`config.mk`:
```
export PLATFORM = sky130hd
export DESIGN_NAME = aes_round_sequencer
export DESIGN_NICKNAME = d
export VERILOG_FILES = /design/src/rtl/aes_round_sequencer.sv
export SDC_FILE = /design/constraint.sdc
export NUM_CORES = 1
export LEC_CHECK = 0
export CORE_AREA = 5 5 358 360
export DETAILED_ROUTE_END_ITERATION = 7
export DIE_AREA = 0 0 363 365
export DONT_BUFFER_PORTS = 1
export PLACE_DENSITY_LB_ADDON = 0.12
export SYNTH_ARGS = -nofsm -noshare
export SYNTH_HDL_FRONTEND = slang
export SYNTH_SLANG_ARGS = --single-unit
```
`constraint.sdc`:
```
create_clock -name clk -period 2.8 [get_ports clk]
set_input_delay 0.28 -clock clk [delete_from_list [all_inputs] [get_ports clk]]
set_output_delay 0.28 -clock clk [all_outputs]
set_load 0.01 [all_outputs]
```
`src/rtl/aes_round_sequencer.sv`:
```
// Iterative AES-128 encryption sequencer: owns the state and round-key
// registers and steps one shared round datapath through all ten rounds.
//
// state | meaning
// IDLE  | waiting for a block; in_ready high
// RUN   | one round per clock, round_q = 1..10
// DONE  | ciphertext on data_out until the consumer takes it
module aes_round_sequencer #(
  parameter int KEY_LENGTH = 128
) (
  input  logic         clk,
  input  logic         rst_n,
  input  logic         in_valid,
  output logic         in_ready,
  input  logic [127:0] data_in,
  input  logic [127:0] key,
  output logic [127:0] rnd_state,
  output logic [127:0] rnd_key,
  output logic [7:0]   rnd_rcon,
  output logic         rnd_final,
  input  logic [127:0] key_next,
  input  logic [127:0] rnd_result,
  output logic         out_valid,
  input  logic         out_ready,
  output logic [127:0] data_out,
  output logic         busy,
  output logic [3:0]   round_cnt
);

  localparam int NUM_ROUNDS = (KEY_LENGTH == 128) ? 10 : 0;
  localparam logic [3:0] LAST_ROUND = 4'(NUM_ROUNDS);

  generate
    if (KEY_LENGTH != 128) begin : g_bad_key_length
      $error("aes_round_sequencer: only KEY_LENGTH = 128 is supported");
    end
  endgenerate

  typedef enum logic [1:0] {
    IDLE = 2'd0,
    RUN  = 2'd1,
    DONE = 2'd2
  } fsm_t;

  fsm_t         fsm_q, fsm_d;
  logic [127:0] state_q, state_d;
  logic [127:0] key_q, key_d;
  logic [7:0]   rcon_q, rcon_d;
  logic [3:0]   round_q, round_d;

  // Multiply by x in GF(2^8) with the AES polynomial; generates the Rcon chain.
  function automatic logic [7:0] xtime(input logic [7:0] b);
    return {b[6:0], 1'b0} ^ (b[7] ? 8'h1b : 8'h00);
  endfunction

  // Next-state decode: accept in IDLE, iterate in RUN, hand off in DONE.
  always_comb begin
    fsm_d   = fsm_q;
    state_d = state_q;
    key_d   = key_q;
    rcon_d  = rcon_q;
    round_d = round_q;
    unique case (fsm_q)
      IDLE: begin
        if (in_valid) begin
          state_d = data_in ^ key;
          key_d   = key;
          rcon_d  = 8'h01;
          round_d = 4'd1;
          fsm_d   = RUN;
        end
      end
      RUN: begin
        state_d = rnd_result;
        key_d   = key_next;
        rcon_d  = xtime(rcon_q);
        // The last round leaves round_cnt parked at 10 for the DONE phase.
        if (round_q == LAST_ROUND) begin
          fsm_d = DONE;
        end else begin
          round_d = round_q + 4'd1;
        end
      end
      DONE: begin
        if (out_ready) begin
          round_d = 4'd0;
          fsm_d   = IDLE;
        end
      end
      default: begin
        fsm_d   = IDLE;
        round_d = 4'd0;
      end
    endcase
  end

  // All sequencer state; reset aborts any block in flight.
  always_ff @(posedge clk or negedge rst_n) begin
    if (!rst_n) begin
      fsm_q   <= IDLE;
      state_q <= '0;
      key_q   <= '0;
      rcon_q  <= 8'h00;
      round_q <= 4'd0;
    end else begin
      fsm_q   <= fsm_d;
      state_q <= state_d;
      key_q   <= key_d;
      rcon_q  <= rcon_d;
      round_q <= round_d;
    end
  end

  // Handshake and status decode straight from the state register.
  assign in_ready  = (fsm_q == IDLE);
  assign out_valid = (fsm_q == DONE);
  assign busy      = (fsm_q != IDLE);
  // round_q also reads 10 in DONE, so qualify with RUN.
  assign rnd_final = (fsm_q == RUN) && (round_q == LAST_ROUND);

  assign rnd_state = state_q;
  assign rnd_key   = key_q;
  assign rnd_rcon  = rcon_q;
  assign data_out  = state_q;
  assign round_cnt = round_q;

endmodule

```
Word-level counts from Yosys, hierarchy flattened
Index checks and enable logic that the tools add are counted.

operators by class
  add/subtract/negate cells = 1
  equality and inequality tests = 7
  muxes and demuxes = 15
  bitwise operators = 2
  reductions and logical operators = 7

operator list
  kind                                                                     count
  128-bit one-hot mux with 2 select lines                                  2
  128-bit two-way mux                                                      2
  128-bit bitwise XOR                                                      1
  8-bit one-hot mux with 2 select lines                                    1
  4-bit two-way mux                                                        3
  4-bit one-hot mux with 3 select lines                                    1
  8-bit two-way mux                                                        1
  8-bit by 5-bit bitwise XOR with 8-bit output                             1
  2-bit two-way mux                                                        3
  2-bit one-hot mux with 3 select lines                                    1
  3-bit AND reduction                                                      2
  5-bit two-way mux                                                        1
  4-bit by 1-bit adder with 4-bit output, second input constant            1
  4-bit equality test, second input constant                               1
  2-bit by 1-bit inequality test with 1-bit output, second input constant  2
  2-bit inequality test, second input constant                             2
  2-bit nonzero test                                                       2
  2-bit by 1-bit equality test with 1-bit output, second input constant    1
  2-bit equality test, second input constant                               1
  2-bit logical NOT                                                        1
  2-bit AND reduction                                                      1
  1-bit logical AND                                                        1

word-level totals
  register bits after elaboration = 270
  bits of input ports = 516
  output and inout port bits = 400
  logic and storage cells = 37

Logic depth before layout (Yosys ltp)
Gate-level depths: netlist of run 1.

  depth after elaboration = 3
  mapped depth = 8
  mapped depth without buffers = 5

Worst setup path after synthesis of run 1
OpenSTA, ideal clock, no wires.

  path type = reg2out
  from = register fsm_q[1]
  to = output port in_ready
  arrival time = 1,277 ps
  data required time = 2,520 ps
  setup slack = 1,243 ps
  stages on the path, launching flop included = 6
  buffers on the path = 3
  path through = dfrtp_1 > buf_4 > buf_2 > clkbuf_1 > or2_2 > inv_1

between the ends
  longest elaborated chain between the ends = 1

ends and longest elaborated chain
  element                 line  source
  from (decl)             45    fsm_t fsm_q, fsm_d;
  from (signal assigned)  106   fsm_q <= fsm_d;
  2-bit logical NOT       115   assign in_ready = (fsm_q == IDLE);
  to (decl)               14    output logic in_ready,

No other way between the ends.

Final worst setup path of run 1
  from = register fsm_q[1]
  to = register key_q[95] (netlist: rnd_key[95])

between the ends
  longest elaborated chain between the ends = 3
  elaborated cells between the ends (all ways) = 6
  those cells by class = eq/ne: 2; mux: 1; reduce/logical: 3

ends and longest elaborated chain
  element                                                                              line  source
  2-bit by 1-bit equality test with 1-bit output or 2-bit logical NOT (tied branches)  63    unique case (fsm_q)
  2-bit nonzero test (no source line) or 2-bit inequality test (tied branches)         n/a
  2-bit AND reduction (no source line)                                                 n/a
  to (signal assigned)                                                                 108   key_q <= key_d;
  to (decl)                                                                            47    logic [127:0] key_q, key_d;

Several ways; a longest one is shown, not always the timed one.
A chain may end at the register's enable or synchronous reset.

==> results of run 1 <==
==> layer usage <==
layer  GRT usage (%)  part of all wire [%]  vias to the layer above
met4            4.27                   3.6                        0
met2            19.0                    50                      590
met1            11.6                    36                     6093
li1                -                     -                     5378
met5               0                     0                        -
met3            4.92                    11                       98
==> synthesized netlist by cell type (all sizes together) <==
master   number
ha            2
xor2        128
nand2       132
a22o        133
o2bb2ai       2
nand3b        1
and2b         1
and3b         1
nand2b        2
nor2          4
a21o          2
a21oi         2
inv           4
nor2b         3
o21ai       132
or2           1
a211o         1
nand3         1
dfrtp       270
nor4b         1
o21bai        1
buf         181
o22ai         2
mux2i       128
clkbuf       50
xnor2         4
a221o       128
==> kinds of logic (layout without fill, tap and decap cells) <==
kind of cell / after synthesis / after routing / synth area share (%)
adders and majority gates: 2 / 2 / 0.172
other: 0 / 7 / 0
AOI/OAI and AO/OA: 403 / 403 / 21.9
buffers and inverters: 235 / 584 / 10.7
DFF: 270 / 270 / 46.4
xor gates and xnor gates: 132 / 132 / 7.94
and+or+nand+nor: 147 / 147 / 4.09
muxes: 128 / 128 / 8.80
==> worst max-delay path by stage <==
stage	cells after the start	from	endpoint	slack, ps
2_1_floorplan	5	fsm_q[1]$_DFFE_PN0P_	in_ready	1240
3_3_place_gp	5	fsm_q[1]$_DFFE_PN0P_	rnd_key[119]$_DFFE_PN0P_	780
3_5_place_dp	5	fsm_q[1]$_DFFE_PN0P_	rnd_key[119]$_DFFE_PN0P_	760
4_1_cts	6	fsm_q[1]$_DFFE_PN0P_	rnd_key[119]$_DFFE_PN0P_	250
5_1_grt	6	fsm_q[0]$_DFFE_PN0P_	rnd_key[95]$_DFFE_PN0P_	160
6_report	6	fsm_q[1]$_DFFE_PN0P_	rnd_key[95]$_DFFE_PN0P_	300
==> layout make-up <==
class / count / area (um^2)
sequential: 270 / 6760
clock buffer: 61 / 1190
timing repair buffer: 513 / 5190
clock inverter: 6 / 83.8
tap: 1650 / 2060
multi-input combinational: 812 / 6260
antenna: 7 / 17.5
inverter: 4 / 15.0
fill: 13800 / 103000
==> cell usage in the layout (no fill, tap or decap), drive strengths merged, types with 7 or more instances in the layout <==
| master | n |
|---|---|
| dlygate4sd3 | 459 |
| dfrtp | 270 |
| buf | 54 |
| clkbuf | 61 |
| xor2 | 128 |
| o21ai | 132 |
| a22o | 133 |
| nand2 | 132 |
| mux2i | 128 |
| a221o | 128 |
| diode | 7 |
==> sequential cells by signal, indices dropped and copies added, names as in the netlist <==
| signal | count |
|---|---|
| rnd_rcon | 8 |
| data_out | 128 |
| rnd_key | 128 |
| round_cnt | 4 |
| fsm_q | 2 |
==> critical path, stage by stage (launching register included) <==
cell           delay (ps)
dfrtp_4               530
nor2b_4               240
buf_12                220
buf_12                320
mux2i_1               290
dlygate4sd3_1         580
o21ai_0                70
==> timing repair <==
action,4_1_cts,5_1_grt
setup endpoints to repair,0,0
hold buffers,457,2
gates resized for setup,0,0
setup buffers,0,0
hold endpoints to repair,524,271
==> report_power, final <==
group	internal, mW	total, mW	switching [mW]
Combinational	4.48	8.11	3.63
Sequential	5.55	9.30	3.75
Clock	3.08	5.06	1.97
Total	13.1	22.5	9.35
==> metrics.cfg, run 1 <==
[setup_path]
critical_path_sink_type=flop
timing.rr.start=fsm_q[1]$_DFFE_PN0P_
cp.arrival_ps=2940
crit_path_max_fanout=63
startpoint_class_of_the_critical_path=flop
cp_data_required_time_ps=3240
timing.reg2reg.setup_slack_ps=300
critical_path_class=reg2reg
rr_endpoint=rnd_key[95]$_DFFE_PN0P_
timing.reg2reg.worst_path_depth=6

[pwr]
vdd_ir_drop_max_mv=0.418
leakage_power_nw=9.29
power.total_mw=22.5
pwr_density_cell_mw_per_mm2=1040

[sta]
finalWorstPathRequiredPeriod_ps=2500
worstMarginPinSlew_ps=905
fmaxAchievable_ghz=0.399
timing.hold.ws_ps=-581
timing.slew.headroom_pct=39.6
setup_viol_count_final=0
grt_setup_unrepaired=no
smallest_setup_slack_after_layout_ps=296
report.final.hold_viol_count=270
finClkSkew_ps=12.6
final.setup.tns_ps=0
finalCritPeriodShare_pct=89.4
slew_viol_final=0

[cells_and_area]
areaGrowthSynthToFinish_pct=48.3
final_cells=3323
postLayoutCellArea_mm2=0.0216
fin_util_pct=17.3
drive_gt1_share_pct=7.02
layout.nets=2158

[die]
die_area_mm2=0.132
row_count=130
io-pin-count=916
chipWidth_um=363
start_util_pct=11.7
core_area_mm2=0.125
height_of_the_die_um=365

[synthesis]
top_cells_by_area_in_the_synthesized_netlist=dfrtp_1 (46%), a221o_1 (8.8%), mux2i_1 (8.8%)
yosys_warnings=0
ys_ff_latch=270
syn_area_per_cell_um2=11.1
synth.largest_area_cell=dfrtp_1
syn-num-nets=1835
synthDistinctLibCells=32
mapped_area_mm2=0.0146
yosys.area.top_type_share_pct=46.4
sequential_fraction_of_the_synthesis_area_pct=46.4
synth_cells=1317

[outcome]
violations_in_the_final_reports=negative hold slack
status=finished, violations left

[placement]
portBuffers=0
dp.final_hpwl_um=57900
last_weighted_congestion_value_of_the_routability_driven_placer=0.785
placedInstanceArea_mm2=0.0157
preCtsSetupSlack_ps=765
placed_cells=2790

[routing]
dr.pass1.iters=4
drt_first_iter_violations=783
wl_um=77100
vias_per_cell=3.66
route.vias.total=12200
drcViolationCount=0
postRouteAntennaNets=0
routedWlPerCell_um=23.2

[global_route]
first_global_vias=13300
grt_pass1_wl_um=104000
antenna_found_initial=10
grt_start_max_net_pins=271
overflow=0
groute.usage.overall_pct=10.9

[cts]
tritoncts.num_buffers=39
clockBufferDepth=3
cts.sinks=270
ctsRootBufferMaster=clkbuf_16
tritoncts=built
clock_latency_ps=560
clkSlewWorstSetupHoldPaths_ps=60
cts.htree.levels=2

[worst_hold_path]
holdCritPathClass=in2async

[run]
max-cap-violations=0

(Power assumes the default switching activity.)
==> run 2: changes to the inputs <==
--- a/config.mk
+++ b/config.mk
@@ -10,6 +10,7 @@
 export DIE_AREA = 0 0 363 365
 export DONT_BUFFER_PORTS = 1
 export PLACE_DENSITY_LB_ADDON = 0.12
+export SKIP_CTS_REPAIR_TIMING = 1
 export SYNTH_ARGS = -nofsm -noshare
 export SYNTH_HDL_FRONTEND = slang
 export SYNTH_SLANG_ARGS = --single-unit
==> metrics.cfg, run 2 (same netlist as run 1, synthesis figures left out) <==
[global_route]
gr-usage-met3_pct=4.70  ; -0.21 points
grt_start_max_net_pins=271  ; unchanged
grt_pass1_wl_um=97900  ; -6.1%
groute.layer.met2.usage_pct=18.4  ; -0.63 points
grtUsageMet1_pct=11.5  ; -0.10 points
antenna_found_initial=11  ; +1
grt-busiest-layer=met2
first_global_vias=11000  ; -17%
overflow=0  ; unchanged
groute.usage.overall_pct=10.5  ; -0.46 points

[worst_hold_path]
holdCritPathClass=in2async

[setup_path]
startpoint_class_of_the_critical_path=flop
cp.arrival_ps=2940  ; about the same
critical_path_sink_type=flop
cp_data_required_time_ps=3230  ; about the same
critical_path_class=reg2reg
crit_path_max_fanout=63  ; unchanged

[die]
start_util_pct=11.7  ; unchanged
row_count=130  ; unchanged
die_area_mm2=0.132  ; unchanged
core_area_mm2=0.125  ; unchanged
chipWidth_um=363  ; unchanged
height_of_the_die_um=365  ; unchanged
io-pin-count=916  ; unchanged

[sta]
timing.slew.headroom_pct=27.2  ; -12 points
finalWorstPathRequiredPeriod_ps=2500  ; -0.582 ps
finalCritPeriodShare_pct=89.4  ; about the same
fmaxAchievable_ghz=0.399  ; about the same
smallest_setup_slack_after_layout_ps=296  ; +0.582 ps
timing.hold.ws_ps=-577  ; +3.16 ps
slew_viol_final=0  ; unchanged
worstMarginPinSlew_ps=1090  ; +187 ps
finClkSkew_ps=9.07  ; -3.55 ps
report.final.hold_viol_count=274  ; +1.5%
setup_viol_count_final=0  ; unchanged
grt_setup_unrepaired=no
final.setup.tns_ps=0  ; unchanged

[cells_and_area]
mostFrequentLayoutCell=dlygate4sd3_1
postLayoutCellArea_mm2=0.0211  ; -2.1%
layout_common_cells=dlygate4sd3_1 (413), dfrtp_1 (269), a22o_1 (133), nand2_1 (132), o21ai_0 (132)
fin_util_pct=16.9  ; -0.37 points
multi_input_area_mm2=0.00626  ; unchanged
n_fill_cell=13900  ; +0.17%
sequential_cell_area_mm2=0.00676  ; unchanged
areaGrowthSynthToFinish_pct=45.1
drive_gt1_share_pct=7.22  ; +0.20 points
layout.nets=2112  ; -2.1%

[outcome]
violations_in_the_final_reports=negative hold slack
status=finished, violations left

[placement]
dp.final_hpwl_um=57900  ; unchanged
preCtsSetupSlack_ps=765  ; unchanged
portBuffers=0  ; unchanged
last_weighted_congestion_value_of_the_routability_driven_placer=0.785  ; unchanged
placedInstanceArea_mm2=0.0157  ; unchanged

[cts]
clockBufferDepth=3  ; unchanged
cts.sinks=270  ; unchanged
tritoncts.num_buffers=39  ; unchanged
clock_latency_ps=560  ; about the same
tritoncts=built
cts.htree.levels=2  ; unchanged
clkSlewWorstSetupHoldPaths_ps=60  ; about the same
ctsRootBufferMaster=clkbuf_16

[routing]
drt_first_iter_violations=661  ; -16%
postRouteAntennaNets=0  ; unchanged
route.vias.total=12100  ; -0.88%
routedWlPerCell_um=23.5  ; +1.2%
vias_per_cell=3.68  ; +0.48%
drcViolationCount=0  ; unchanged
wl_um=76900  ; -0.21%
dr.pass1.iters=5  ; +1

[pwr]
vdd_ir_drop_max_mv=0.424  ; +1.6%
pwr_density_cell_mw_per_mm2=1040  ; +0.25%
leakage_power_nw=9.09  ; -2.1%

[run]
max-cap-violations=0  ; unchanged

run 2: cell count changes in the layout (fill, tap and decap cells not counted):
cell,before,now
dlygate4sd3_1,459,413
diode_2,7,8
run 2: final cells by class:
cell class | count | area share (%)
Clock inverter | 6 | 0.397
Inverter | 4 | 0.0711
Clock buffer | 61 | 5.64
Tap cell | 1650 | 9.78
Antenna cell | 8 | 0.0948
Sequential cell | 270 | 32.0
Multi-Input combinational cell | 812 | 29.6
Timing Repair Buffer | 467 | 22.4
run 2: worst max-delay path: stages, from the launching register on:
cell and delay [ps]:
dfrtp_4 530, nor2b_4 240, buf_12 220, buf_12 320, mux2i_1 260, dlygate4sd3_1 580, o21ai_0 70
run 2: final timing paths:
path                                             to                startpoint  slack, ps  cells after the start
min in group clk            rnd_key[45]$_DFFE_PN0P_              key_next[45]        -30                      2
max in group asynchronous   rnd_key[85]$_DFFE_PN0P_                     rst_n       2480                      0
max reg2reg                 rnd_key[94]$_DFFE_PN0P_      fsm_q[1]$_DFFE_PN0P_        300                      6
min reg2reg                rnd_key[127]$_DFFE_PN0P_  rnd_key[127]$_DFFE_PN0P_        550                      2
min                        rnd_key[113]$_DFFE_PN0P_                     rst_n       -580                      0
max                         rnd_key[94]$_DFFE_PN0P_      fsm_q[1]$_DFFE_PN0P_        300                      6
run 2: per-layer routing:
layer  vias up  part of all wire, %
li1       5293                    -
met1      6047                   37
met2       612                   50
met3       100                   10
met4         0                  2.8
met5         -                    0
run 2: metrics by stage:
step / cells / power (mW)
3_5_place_dp: 2790 / 15.8
4_1_cts: 2857 / 21.1
2_1_floorplan: 1317 / 13.5
3_3_place_gp: 2790 / 15.8
5_1_grt: 3272 / 23.6
6_report: 3278 / 22.0
run 2: power breakdown:
part / leakage [nW] / internal, mW / total (mW) / switching [mW]
Clock: 0.627 / 3.08 / 5.06 / 1.97
Sequential: 3.19 / 5.55 / 9.26 / 3.71
Combinational: 5.27 / 4.15 / 7.72 / 3.57
Total: 9.09 / 12.8 / 22.0 / 9.25
==> run 3: changes to the inputs <==
--- a/config.mk
+++ b/config.mk
@@ -14,3 +14,4 @@
 export SYNTH_ARGS = -nofsm -noshare
 export SYNTH_HDL_FRONTEND = slang
 export SYNTH_SLANG_ARGS = --single-unit
+export TNS_END_PERCENT = 50
==> results of run 3 <==
Final layout, timing and power as in run 2 (identical DEF).
